### config.mk
export PLATFORM = sky130hd
export DESIGN_NAME = fwd_hazard_ctrl
export DESIGN_NICKNAME = d
export VERILOG_FILES = /design/src/rtl/fwd_hazard_ctrl.sv
export SDC_FILE = /design/constraint.sdc
export NUM_CORES = 1
export LEC_CHECK = 0
export ABC_AREA = 1
export BUFFER_PORTS_ARGS = -buffer_cell sky130_fd_sc_hd__buf_4
export CAP_MARGIN = 20
export CORE_UTILIZATION = 30
export CTS_BUF_LIST = sky130_fd_sc_hd__clkbuf_8 sky130_fd_sc_hd__clkbuf_16
export CTS_CLUSTER_SIZE = 8
export DETAILED_ROUTE_END_ITERATION = 12
export GPL_ROUTABILITY_DRIVEN = 1
export PLACE_DENSITY = 0.65
export SYNTH_ARGS = -nofsm -noshare
export SYNTH_HDL_FRONTEND = slang
export SYNTH_SLANG_ARGS = --single-unit
### constraint.sdc
create_clock -name clk -period 1.1 [get_ports clk]
set_input_delay 0.165 -clock clk [delete_from_list [all_inputs] [get_ports clk]]
set_output_delay 0.165 -clock clk [all_outputs]
set_load 0.02 [all_outputs]
### src/rtl/fwd_hazard_ctrl.sv
// EX-stage operand-forward select and load-use stall control for the 5-stage core.
// Optional macro FORWARDING_EN: when undefined, selects stay 00 and stall covers every EX/MEM RAW.
module fwd_hazard_ctrl #(
    parameter int REG_ADDR_W = 5,
    parameter int NUM_REGS   = 32
) (
    input  logic                  clk,
    input  logic                  rst_n,
    input  logic                  id_valid,
    input  logic [REG_ADDR_W-1:0] id_rs1,
    input  logic [REG_ADDR_W-1:0] id_rs2,
    input  logic                  id_uses_rs1,
    input  logic                  id_uses_rs2,
    input  logic [REG_ADDR_W-1:0] id_rd,
    input  logic                  id_reg_write,
    input  logic                  id_mem_read,
    input  logic                  flush,
    output logic [1:0]            fwd_a_sel,
    output logic [1:0]            fwd_b_sel,
    output logic                  stall,
    output logic                  ex_valid
);

    // EX stage state
    logic                  r_ex_valid, r_ex_uses1, r_ex_uses2, r_ex_rw, r_ex_mr;
    logic [REG_ADDR_W-1:0] r_ex_rs1, r_ex_rs2, r_ex_rd;
    // MEM stage state
    logic                  r_mem_valid, r_mem_rw, r_mem_mr;
    logic [REG_ADDR_W-1:0] r_mem_rd;
    // WB stage state
    logic                  r_wb_valid, r_wb_rw;
    logic [REG_ADDR_W-1:0] r_wb_rd;

    logic w_stall_raw;
    logic w_bubble;

    // A stage really writes only if it is live, enabled and not targeting x0.
    function automatic logic rd_writes(input logic v, input logic w,
                                       input logic [REG_ADDR_W-1:0] rd);
        return v & w & (rd != '0) & (32'(rd) < 32'(NUM_REGS));
    endfunction

    assign stall    = w_stall_raw & ~flush;
    assign w_bubble = w_stall_raw | flush;
    assign ex_valid = r_ex_valid;

    always_ff @(posedge clk) begin
        if (!rst_n) begin
            r_ex_valid  <= 1'b0;
            r_ex_uses1  <= 1'b0;
            r_ex_uses2  <= 1'b0;
            r_ex_rw     <= 1'b0;
            r_ex_mr     <= 1'b0;
            r_ex_rs1    <= '0;
            r_ex_rs2    <= '0;
            r_ex_rd     <= '0;
            r_mem_valid <= 1'b0;
            r_mem_rw    <= 1'b0;
            r_mem_mr    <= 1'b0;
            r_mem_rd    <= '0;
            r_wb_valid  <= 1'b0;
            r_wb_rw     <= 1'b0;
            r_wb_rd     <= '0;
        end else begin
            r_wb_valid  <= r_mem_valid;
            r_wb_rw     <= r_mem_rw;
            r_wb_rd     <= r_mem_rd;
            r_mem_valid <= r_ex_valid;
            r_mem_rw    <= r_ex_rw;
            r_mem_mr    <= r_ex_mr;
            r_mem_rd    <= r_ex_rd;
            r_ex_rs1    <= id_rs1;
            r_ex_rs2    <= id_rs2;
            r_ex_uses1  <= id_uses_rs1;
            r_ex_uses2  <= id_uses_rs2;
            r_ex_rd     <= id_rd;
            r_ex_valid  <= id_valid & ~w_bubble;
            r_ex_rw     <= id_reg_write & ~w_bubble;
            r_ex_mr     <= id_mem_read & ~w_bubble;
        end
    end

`ifdef FORWARDING_EN
    logic w_mem_wr, w_wb_wr;
    logic w_ld_hit1, w_ld_hit2;

    // Loads in MEM have no ALU result yet, so they are excluded from the MEM path.
    assign w_mem_wr = rd_writes(r_mem_valid, r_mem_rw, r_mem_rd) & ~r_mem_mr;
    assign w_wb_wr  = rd_writes(r_wb_valid, r_wb_rw, r_wb_rd);

    always_comb begin
        fwd_a_sel = 2'b00;
        if (r_ex_valid && r_ex_uses1 && w_mem_wr && (r_mem_rd == r_ex_rs1))
            fwd_a_sel = 2'b10;
        else if (r_ex_valid && r_ex_uses1 && w_wb_wr && (r_wb_rd == r_ex_rs1))
            fwd_a_sel = 2'b01;
    end

    always_comb begin
        fwd_b_sel = 2'b00;
        if (r_ex_valid && r_ex_uses2 && w_mem_wr && (r_mem_rd == r_ex_rs2))
            fwd_b_sel = 2'b10;
        else if (r_ex_valid && r_ex_uses2 && w_wb_wr && (r_wb_rd == r_ex_rs2))
            fwd_b_sel = 2'b01;
    end

    assign w_ld_hit1   = id_uses_rs1 & (id_rs1 == r_ex_rd);
    assign w_ld_hit2   = id_uses_rs2 & (id_rs2 == r_ex_rd);
    assign w_stall_raw = id_valid & r_ex_valid & r_ex_mr & (r_ex_rd != '0)
                       & (w_ld_hit1 | w_ld_hit2);
`else
    logic w_ex_wr, w_mem_wr;
    logic w_hit1, w_hit2;
    logic w_unused_nofwd;

    assign fwd_a_sel = 2'b00;
    assign fwd_b_sel = 2'b00;

    // Without bypass paths, any in-flight EX/MEM writer of a source must drain to WB first.
    assign w_ex_wr  = rd_writes(r_ex_valid, r_ex_rw, r_ex_rd);
    assign w_mem_wr = rd_writes(r_mem_valid, r_mem_rw, r_mem_rd);
    assign w_hit1   = id_uses_rs1 & (id_rs1 != '0)
                    & ((w_ex_wr & (id_rs1 == r_ex_rd)) | (w_mem_wr & (id_rs1 == r_mem_rd)));
    assign w_hit2   = id_uses_rs2 & (id_rs2 != '0)
                    & ((w_ex_wr & (id_rs2 == r_ex_rd)) | (w_mem_wr & (id_rs2 == r_mem_rd)));
    assign w_stall_raw = id_valid & (w_hit1 | w_hit2);

    assign w_unused_nofwd = ^{r_ex_rs1, r_ex_rs2, r_ex_uses1, r_ex_uses2, r_ex_mr,
                              r_mem_mr, r_wb_valid, r_wb_rw, r_wb_rd};
`endif

endmodule

==> impl_metrics.csv, run 1 <==
group,metric,value,unit
placed_design,dp_hpwl,1.375,mm
die,die_y,54.75,um
global_routing,overflow,0,
synth,synthDistinctLibCells,14,
die,dieArea,2997,um2
clocking,worst_setup_hold_path_clk_slew,0.06,ns
placed_design,post-place-ws,-0.2860,ns
power_and_ir_drop,peakVddDrop,0.0007734,V
setup_path,cp_data_required_time,0.94,ns
placed_design,portBuffers,23,
outcome,violations,"negative setup slack",
synth,yosys_warnings,0,
power_and_ir_drop,seq_power_share,44.2,%
clocking,cts_max_level,1,
setup_path,critPathKind,"reg2out",
clocking,cts-buffers-inserted,3,
sta,rsz0062_at_grt,"yes",
cells_and_area,post-route-util,44.35,%
power_and_ir_drop,clockPowerShare,38.7,%
synth,yosys.area.top_type_share,33.58,%
setup_path,cpMostUsedCell,"nand2_1",
sta,fin_crit_sh,144.6,%
clocking,cts_sinks,14,
synth,yosysSeqAreaShare,33.58,%
synth,synth.avg_cell_area,6.371,um2
power_and_ir_drop,combinationalPowerShare,17.1,%
route,drc,0,
route,first_pass_iters,4,
setup_path,cp_top_family,"simple AND/OR/NAND/NOR gates",
sta,slew_viol_final,0,
cells_and_area,final_cell_area,1129,um2
placed_design,dpl_cell_area,1050,um2
setup_path,cp_cell_sequence,"nand3b_1 -> nand2_1 -> inv_1 -> nand3_1 -> nand2_1 -> nand2_1 -> nand2_1 -> nand2_2 -> nor2_4 -> buf_6",
setup_path,crit_arrival,1.43,ns
synth,synthCells,131,
global_routing,grt_pass1_vias,746,
die,rows,18,
clocking,ctsRootBufferMaster,"clkbuf_8",
sta,hold-worst-slack,0.09836,ns
sta,timing.final.ws_setup,-0.4903,ns
setup_path,endpoint_kind,"output pin",
global_routing,grtUsageTotal,13.64,%
setup_path,setup.worst_path.start_class,"flop",
hold_path,hold_path_class,"in2reg",
setup_path,slowest_delay,0.41,ns
power_and_ir_drop,cell_internal_pwr,0.9600,mW
route,ant_nets,0,
synth,synth_top_area_cell,"dfxtp_1",
setup_path,cp_max_fo,4,
cells_and_area,seq_area,292.8,um2
synth,synth_area,834.6,um2
setup_path,slowest_stage,"dfxtp_1",
sta,hold_violations,0,
placed_design,place_inst,183,
global_routing,antenna_found_initial,0,
synth,ys_top_cells_by_area,"dfxtp_1 (34%), nand2_1 (18%), inv_1 (12%)",
clocking,cts.path.max_buffers,2,
power_and_ir_drop,cellPowerDensity,1116,nW/um2
die,die_w,54.75,um
sta,period_minus_slack,1.590,ns
die,core_area,2545,um2
route,drt_iter0_drc,13,
cells_and_area,fin_cells,189,
route,viasPerCell,4.148,
route,wl,1.619,mm
cells_and_area,antenna_cells,0,
die,ios,29,
setup_path,worst-path-buf-inv,2,
clocking,clk-insertion-delay-late,0.24,ns
power_and_ir_drop,switching_share,23.80,%
clocking,cts_hold_buf,0,
power_and_ir_drop,p_leak,0.6724,nW
clocking,cts_tree,"built",
cells_and_area,multi_input_area,442.9,um2
die,initial_core_util,32.79,%
cells_and_area,final_nets,183,
cells_and_area,nFillCells,262,
sta,clock.fmax,628.8,MHz
route,wl_per_cell,8.566,um
sta,finalSetupViolations,3,
global_routing,grt_max_degree,15,
cells_and_area,final_layout_size_suffix_gt1_share,27.67,%
outcome,outcome,"complete, but fails checks",
power_and_ir_drop,switchingPower,0.2998,mW
sta,fin_skew,0.004612,ns
global_routing,grt_pass1_wl,2.911,mm
job,maxCapViolCount,0,
cells_and_area,area_growth,35.23,%
placed_design,gp_congestion,0.8574,
route,route.vias.total,784,
synth,ys_ff_latch,14,
## synth_stat cells
cell / number
nand3b_1: 1
nand2_1: 39
nand3_1: 5
buf_4: 4
clkbuf_1: 1
xnor2_1: 6
nor2_1: 18
xor2_1: 10
nand2_2: 2
dfxtp_1: 14
conb_1: 1
inv_1: 27
nand4_1: 1
o21ai_0: 2
## worst min-delay path, stage by stage
cell and delay (ns):
buf_4 0.07, nand2_1 0.04, inv_1 0.04
## stage by stage
stage | setup TNS [ns] | power [mW]
5_1_grt | -1.545 | 1.335
2_1_floorplan | -0.09529 | 0.6908
6_report | -1.151 | 1.260
3_5_place_dp | -0.5037 | 0.7824
4_1_cts | -1.238 | 1.270
3_3_place_gp | -0.4680 | 0.7777
## what timing repair did
item | CTS | global route
buffers inserted | 2 | 0
pin swaps | 9 | 7
resized for setup | 1 | 2
endpoints found under the setup margin | 3 | 3
## cell families (layout without fill, tap and decap cells)
group,count (synthesis),after routing,share of synthesized area (%)
AOI/OAI and AO/OA,2,2,1.199
xor gates and xnor gates,16,16,16.79
buffers and inverters,32,57,16.19
DFF,14,14,33.58
other,1,4,0.4493
and+or+nand+nor,66,66,31.78
## per-layer routing
metal / GRT usage, % / wire, um / vias up
li1: - / - / 423
met1: 17.69 / 733 / 337
met5: 0 / 0 / -
met4: 6.410 / 12 / 0
met3: 1.667 / 79 / 2
met2: 22.09 / 794 / 22
## state kept, by name (all words and copies together), names as in the netlist
signal / flops
r_mem_rd: 5
r_mem_valid: 1
r_ex_rd: 5
ex_valid: 1
r_ex_rw: 1
r_mem_rw: 1
## layout by cell type (no fill, tap or decap)
cell type and instances:
nand2_1 39, inv_1 26, buf_4 25, nor2_1 17, xor2_1 10, dfxtp_2 10
xnor2_1 6, nand3_1 5, conb_1 4, clkbuf_8 4, dfxtp_1 4, o21ai_0 2
nand3b_1 1, inv_2 1, nand4_1 1, nand2_2 1, nor2_4 1, nand2_4 1
buf_6 1
## worst paths after layout
| path | start | cells after the start | end | slack, ns |
|---|---|---|---|---|
| setup / recovery | r_ex_rd[4] | 10 | stall | -0.49 |
| hold / removal | id_rd[4] | 3 | r_ex_rd[4] | 0.1 |
| setup reg to reg | r_ex_rd[4] | 12 | r_ex_rw | -0.33 |
| hold reg to reg | r_ex_rw | 2 | r_mem_rw | 0.43 |
## cell type report
class,count,area share [%]
multi-input cells,88,39.25
flip-flops and latches,14,25.94
well taps,30,3.326
inverters,27,8.980
repair buffers,26,17.63
clock buffers,4,4.878
## power groups by stage
stage	sequential [mW]	combinational (mW)	clock [mW]
2_1_floorplan	0.564	0.126	0
3_3_place_gp	0.566	0.211	0
3_5_place_dp	0.567	0.215	0
4_1_cts	0.556	0.217	0.497
5_1_grt	0.560	0.245	0.530
6_report	0.556	0.216	0.488
Power figures use the tool's default switching activity.
==> inputs of run 2 (changes only) <==
--- a/config.mk
+++ b/config.mk
@@ -8,12 +8,13 @@
 export ABC_AREA = 1
 export BUFFER_PORTS_ARGS = -buffer_cell sky130_fd_sc_hd__buf_4
 export CAP_MARGIN = 20
-export CORE_UTILIZATION = 30
+export CORE_ASPECT_RATIO = 1.4
+export CORE_UTILIZATION = 43
 export CTS_BUF_LIST = sky130_fd_sc_hd__clkbuf_8 sky130_fd_sc_hd__clkbuf_16
 export CTS_CLUSTER_SIZE = 8
 export DETAILED_ROUTE_END_ITERATION = 12
 export GPL_ROUTABILITY_DRIVEN = 1
-export PLACE_DENSITY = 0.65
+export PLACE_DENSITY = 0.84
 export SYNTH_ARGS = -nofsm -noshare
 export SYNTH_HDL_FRONTEND = slang
 export SYNTH_SLANG_ARGS = --single-unit
==> impl_metrics.csv, run 2 (synthesized netlist as in run 1, its figures left out) <==
group,metric,value,unit
sta,fin_crit_sh,147.5,%
cells_and_area,seq_area,304.0,um2
route,drc,0,
setup_path,reg2reg_depth,12,
route,viasPerCell,4.590,
route,wl_per_cell,10.54,um
setup_path,crit_arrival,1.46,ns
placed_design,portBuffers,23,
setup_path,critPathKind,"reg2out",
setup_path,cp_data_required_time,0.94,ns
global_routing,overflow,0,
cells_and_area,final_layout_size_suffix_gt1_share,31.01,%
global_routing,grt_pass1_vias,784,
route,drt_iter0_drc,7,
clocking,ctsRootBufferMaster,"clkbuf_8",
cells_and_area,layout_commonest_cell,"nand2_1",
die,die_w,39.24,um
sta,slew_viol_final,0,
cells_and_area,nFillCells,159,
route,first_pass_iters,4,
cells_and_area,fin_cells,178,
sta,fin_skew,0.003172,ns
global_routing,top_usage_layer,"met2",
sta,period_minus_slack,1.622,ns
power_and_ir_drop,p_leak,0.6784,nW
setup_path,endpoint_kind,"output pin",
die,die_y,54.13,um
cells_and_area,antenna_cells,0,
sta,finalSetupViolations,3,
power_and_ir_drop,total_power,1.189,mW
global_routing,grt_use_met2,34.17,%
cells_and_area,final_nets,183,
global_routing,grt_pass1_wl,2.925,mm
die,ios,29,
outcome,violations,"negative setup slack",
sta,rsz0062_at_grt,"yes",
die,initial_core_util,46.32,%
outcome,outcome,"complete, but fails checks",
clocking,cts_sinks,14,
setup_path,setup.worst_path.start_class,"flop",
cells_and_area,multi_input_area,470.5,um2
die,dieArea,2124,um2
sta,tns,-1.264,ns
global_routing,antenna_found_initial,0,
sta,timing.final.ws_setup,-0.5221,ns
power_and_ir_drop,cellPowerDensity,1042,nW/um2
placed_design,dp_hpwl,1.440,mm
global_routing,use_met1,20.51,%
clocking,cts_max_level,1,
job,maxCapViolCount,0,
global_routing,grt_max_degree,15,
die,core_area,1802,um2
clocking,cts_hold_buf,0,
power_and_ir_drop,peakVddDrop,0.0009583,V
placed_design,place_inst,174,
hold_path,min_from,"id_rd[4]",
die,rows,18,
setup_path,cp_max_fo,4,
hold_path,whs_endpoint,"r_ex_rd[4]",
route,ant_nets,0,
clocking,cts_tree,"built",
route,route.vias.total,817,
cells_and_area,top_regs,"r_ex_rd (5), r_mem_rd (5)",
clocking,worst_setup_hold_path_clk_slew,0.05,ns
clocking,cts-buffers-inserted,3,
sta,clock.fmax,616.5,MHz
setup_path,r2r-start,"r_ex_rd[0]",
clocking,clk-insertion-delay-late,0.24,ns
global_routing,use_met3,2.066,%
setup_path,ff2ff_setup_slack,-0.37,ns
setup_path,timing.rr.end,"ex_valid",
global_routing,grtUsageTotal,20.03,%
placed_design,gp_congestion,0.8567,
cells_and_area,area_growth,36.73,%
sta,hold_violations,0,
cells_and_area,final_cell_mix,"nand2_1 (38), inv_1 (26), buf_4 (25)",
route,wl,1.877,mm
hold_path,min_path_cells,3,
hold_path,hold_path_class,"in2reg",
clocking,cts.path.max_buffers,2,
-- run 2: cell count changes in the layout (fill, tap and decap cells not counted), moves of 2 or more --
cell and delta:
dfxtp_4 +4, dfxtp_2 -3, nor2_1 -2, xnor2_1 -2, xnor2_2 +2
-- run 2: metrics by stage --
| step | hold WS (ns) | instance area, um2 | worst slack, ns | util, % |
|---|---|---|---|---|
| final | 0.1058 | 1141 | -0.5221 | 63.33 |
| after global routing | 0.1066 | 1141 | -0.6563 | 63.33 |
| after CTS | 0.09801 | 1129 | -0.5037 | 62.64 |
| after detailed placement | 0.3495 | 1045 | -0.2750 | 57.99 |
| after global placement | 0.3464 | 1045 | -0.2200 | 57.99 |
| after floorplan | 0.2626 | 865.8 | -0.09529 | - |
-- run 2: where the power goes --
part | total (mW) | internal, mW | switching (mW) | leakage [nW]
clock | 0.402 | 0.241 | 0.161 | 0.0216
sequential | 0.555 | 0.528 | 0.0268 | 0.120
combinational | 0.231 | 0.117 | 0.115 | 0.536
-- run 2: repair_timing --
action / CTS / global route
endpoints found under the hold margin: 0 / 0
resized for setup: 10 / 4
buffers inserted: 1 / 0
pin swaps: 4 / 8
endpoints found under the setup margin: 3 / 3
-- run 2: metal layers --
| metal | part of all wire, % | wire [um] |
|---|---|---|
| met3 | 4.3 | 81 |
| met2 | 53 | 990 |
| met5 | 0 | 0 |
| met1 | 38 | 715 |
| met4 | 4.7 | 89 |
-- run 2: worst max path at each step --
stage               cells past startpoint        start  slack, ns    end
floorplan                               9  r_mem_rd[1]       -0.1  stall
global placement                       10   r_ex_rd[4]      -0.22  stall
detailed placement                     10  r_mem_rd[1]      -0.28  stall
CTS                                    12   r_ex_rd[1]      -0.50  stall
global route                           10  r_mem_rd[1]      -0.66  stall
finish                                 10   r_ex_rd[0]      -0.52  stall
-- run 2: area by class of cell --
cell class / instances / area share [%]
tap: 20 / 2.193
clock buffer: 3 / 3.618
sequential: 14 / 26.64
timing repair buffer: 26 / 17.43
inverter: 27 / 8.882
multi-input combinational: 88 / 41.23
-- run 2: worst max-delay path, cell delays in order (launching register included) --
cell and delay [ns]:
dfxtp_4 0.36, xnor2_1 0.15, nand2_1 0.08, nor2_1 0.09, nand3_1 0.07, nand2_1 0.08
nand2_1 0.07, nand2_1 0.07, nand2_2 0.07, nor2_4 0.08, buf_6 0.11
==> inputs of run 3 (changes only) <==
--- a/config.mk
+++ b/config.mk
@@ -9,7 +9,7 @@
 export BUFFER_PORTS_ARGS = -buffer_cell sky130_fd_sc_hd__buf_4
 export CAP_MARGIN = 20
 export CORE_ASPECT_RATIO = 1.4
-export CORE_UTILIZATION = 43
+export CORE_UTILIZATION = 45
 export CTS_BUF_LIST = sky130_fd_sc_hd__clkbuf_8 sky130_fd_sc_hd__clkbuf_16
 export CTS_CLUSTER_SIZE = 8
 export DETAILED_ROUTE_END_ITERATION = 12
==> constraint.sdc (replaced) <==
create_clock -name clk -period 1.72 [get_ports clk]
set_input_delay 0.258 -clock clk [delete_from_list [all_inputs] [get_ports clk]]
set_output_delay 0.258 -clock clk [all_outputs]
set_load 0.02 [all_outputs]
==> impl_metrics.csv, run 3 (synthesized netlist as in run 1, its figures left out) <==
group,metric,value,unit
cells_and_area,top_regs,"r_ex_rd (5), r_mem_rd (5)",
clocking,cts.path.max_buffers,2,
cells_and_area,antenna_cells,0,
global_routing,grt_pass1_vias,699,
route,route.vias.total,785,
clocking,cts_setup_buffers,0,
sta,hold_violations,0,
setup_path,setup.worst_path.start_class,"flop",
global_routing,grt_pass1_wl,2.587,mm
die,rows,18,
route,drc,0,
power_and_ir_drop,switchingPower,0.1899,mW
global_routing,grtUsageTotal,18.03,%
route,drt_iter0_drc,12,
route,ant_nets,0,
setup_path,critPathKind,"reg2out",
clocking,worst_setup_hold_path_clk_slew,0.05,ns
cells_and_area,fin_cells,176,
outcome,outcome,"complete, but fails checks",
setup_path,crit_arrival,1.47,ns
global_routing,antenna_found_initial,0,
power_and_ir_drop,peakVddDrop,0.0006371,V
power_and_ir_drop,p_leak,0.6762,nW
clocking,ctsRootBufferMaster,"clkbuf_8",
placed_design,place_inst,172,
route,wl,1.617,mm
cells_and_area,area_growth,34.03,%
route,first_pass_iters,2,
setup_path,crit_start,"r_ex_rd[0]",
sta,period_minus_slack,1.733,ns
route,wl_per_cell,9.188,um
cells_and_area,final_layout_size_suffix_gt1_share,28.21,%
sta,clock.fmax,577.2,MHz
job,maxCapViolCount,0,
sta,finalSetupViolations,1,
cells_and_area,final_nets,180,
clocking,cts-buffers-inserted,3,
cells_and_area,layout_commonest_cell,"nand2_1",
clocking,cts_hold_buf,0,
hold_path,hold_path_class,"in2reg",
power_and_ir_drop,cell_internal_pwr,0.6144,mW
route,viasPerCell,4.460,
sta,fin_crit_sh,100.7,%
setup_path,cp_data_required_time,1.46,ns
sta,fin_skew,0.003424,ns
power_and_ir_drop,switching_share,23.61,%
global_routing,overflow,0,
sta,timing.final.ws_setup,-0.01253,ns
placed_design,gp_congestion,0.7863,
cells_and_area,nFillCells,157,
sta,tns,-0.01253,ns
setup_path,r2r-start,"r_ex_rd[0]",
cells_and_area,post-route-util,63.68,%
cells_and_area,final_cell_mix,"nand2_1 (38), inv_1 (27), buf_4 (23)",
setup_path,endpoint_kind,"output pin",
outcome,violations,"negative setup slack",
die,initial_core_util,47.51,%
placed_design,portBuffers,23,
placed_design,dp_hpwl,1.286,mm
clocking,cts_sinks,14,
power_and_ir_drop,seq_power_share,44.1,%
power_and_ir_drop,cellPowerDensity,719.1,nW/um2
power_and_ir_drop,combinationalPowerShare,17.8,%
hold_path,min_from,"id_rd[2]",
die,die_w,38.40,um
power_and_ir_drop,clockPowerShare,38.1,%
die,dieArea,2033,um2
clocking,cts_tree,"built",
sta,rsz0062_at_grt,"yes",
die,core_area,1757,um2
clocking,cts_max_level,1,
clocking,clk-insertion-delay-late,0.24,ns
die,die_y,52.96,um
setup_path,cp_max_fo,4,
global_routing,grt_max_degree,15,
die,ios,29,
sta,slew_viol_final,0,
run 3: timing repair:
item	4_1_cts	5_1_grt
hold endpoints to repair	0	0
gates cloned	0	0
resized for setup	10	8
setup endpoints to repair	1	1
pin swaps	1	4
run 3: path summary, 6_finish.rpt:
kind / endpoint / slack, ns / cells after the start
setup / recovery: stall / -0.01 / 10
hold / removal: r_ex_rd[2] / 0.20 / 3
setup reg to reg: r_ex_rw / 0.52 / 10
hold reg to reg: r_mem_rw / 0.43 / 2
run 3: layout make-up:
type	count	area [um2]	share of cell area (%)
tap	20	25.02	2.237
clock buffer	4	55.05	4.922
sequential	14	299.0	26.73
timing repair buffer	23	172.7	15.44
inverter	27	101.3	9.060
multi-input combinational	88	465.4	41.61
run 3: power by group through the flow:
stage          clock, mW  combinational [mW]  sequential (mW)
2_1_floorplan          0              0.0806            0.359
3_3_place_gp           0               0.129            0.360
3_5_place_dp           0               0.134            0.362
4_1_cts            0.315               0.136            0.356
5_1_grt            0.330               0.160            0.357
6_report           0.306               0.143            0.355
run 3: per-layer routing:
| metal | up-vias | track usage, % | wire length (um) |
|---|---|---|---|
| met2 | 19 | 34.18 | 931 |
| met4 | 0 | 10.34 | 10 |
| met3 | 2 | 1.261 | 55 |
| li1 | 417 | - | - |
| met1 | 347 | 18.32 | 619 |
| met5 | - | 0 | 0 |
run 3: through the flow:
stage	total power [mW]	setup slack, ns	area, um2	hold WS [ns]
3_5_place_dp	0.4954	0.1880	1010	0.4236
4_1_cts	0.8073	0.005315	1086	0.1925
6_report	0.8043	-0.01253	1119	0.2001
5_1_grt	0.8468	-0.1056	1119	0.2019
2_1_floorplan	0.4393	0.2477	845.8	0.3556
3_3_place_gp	0.4892	0.2270	1010	0.4174
run 3: critical path: stages, from the launching register on:
cell and delay, ns:
dfxtp_4 0.36, xnor2_1 0.18, nand2_1 0.07, nor2_1 0.08, nand3_1 0.08, nand2_1 0.06, nand2_1 0.05, nand2_2 0.08
nand2_2 0.05, nor2_1 0.08, buf_4 0.14
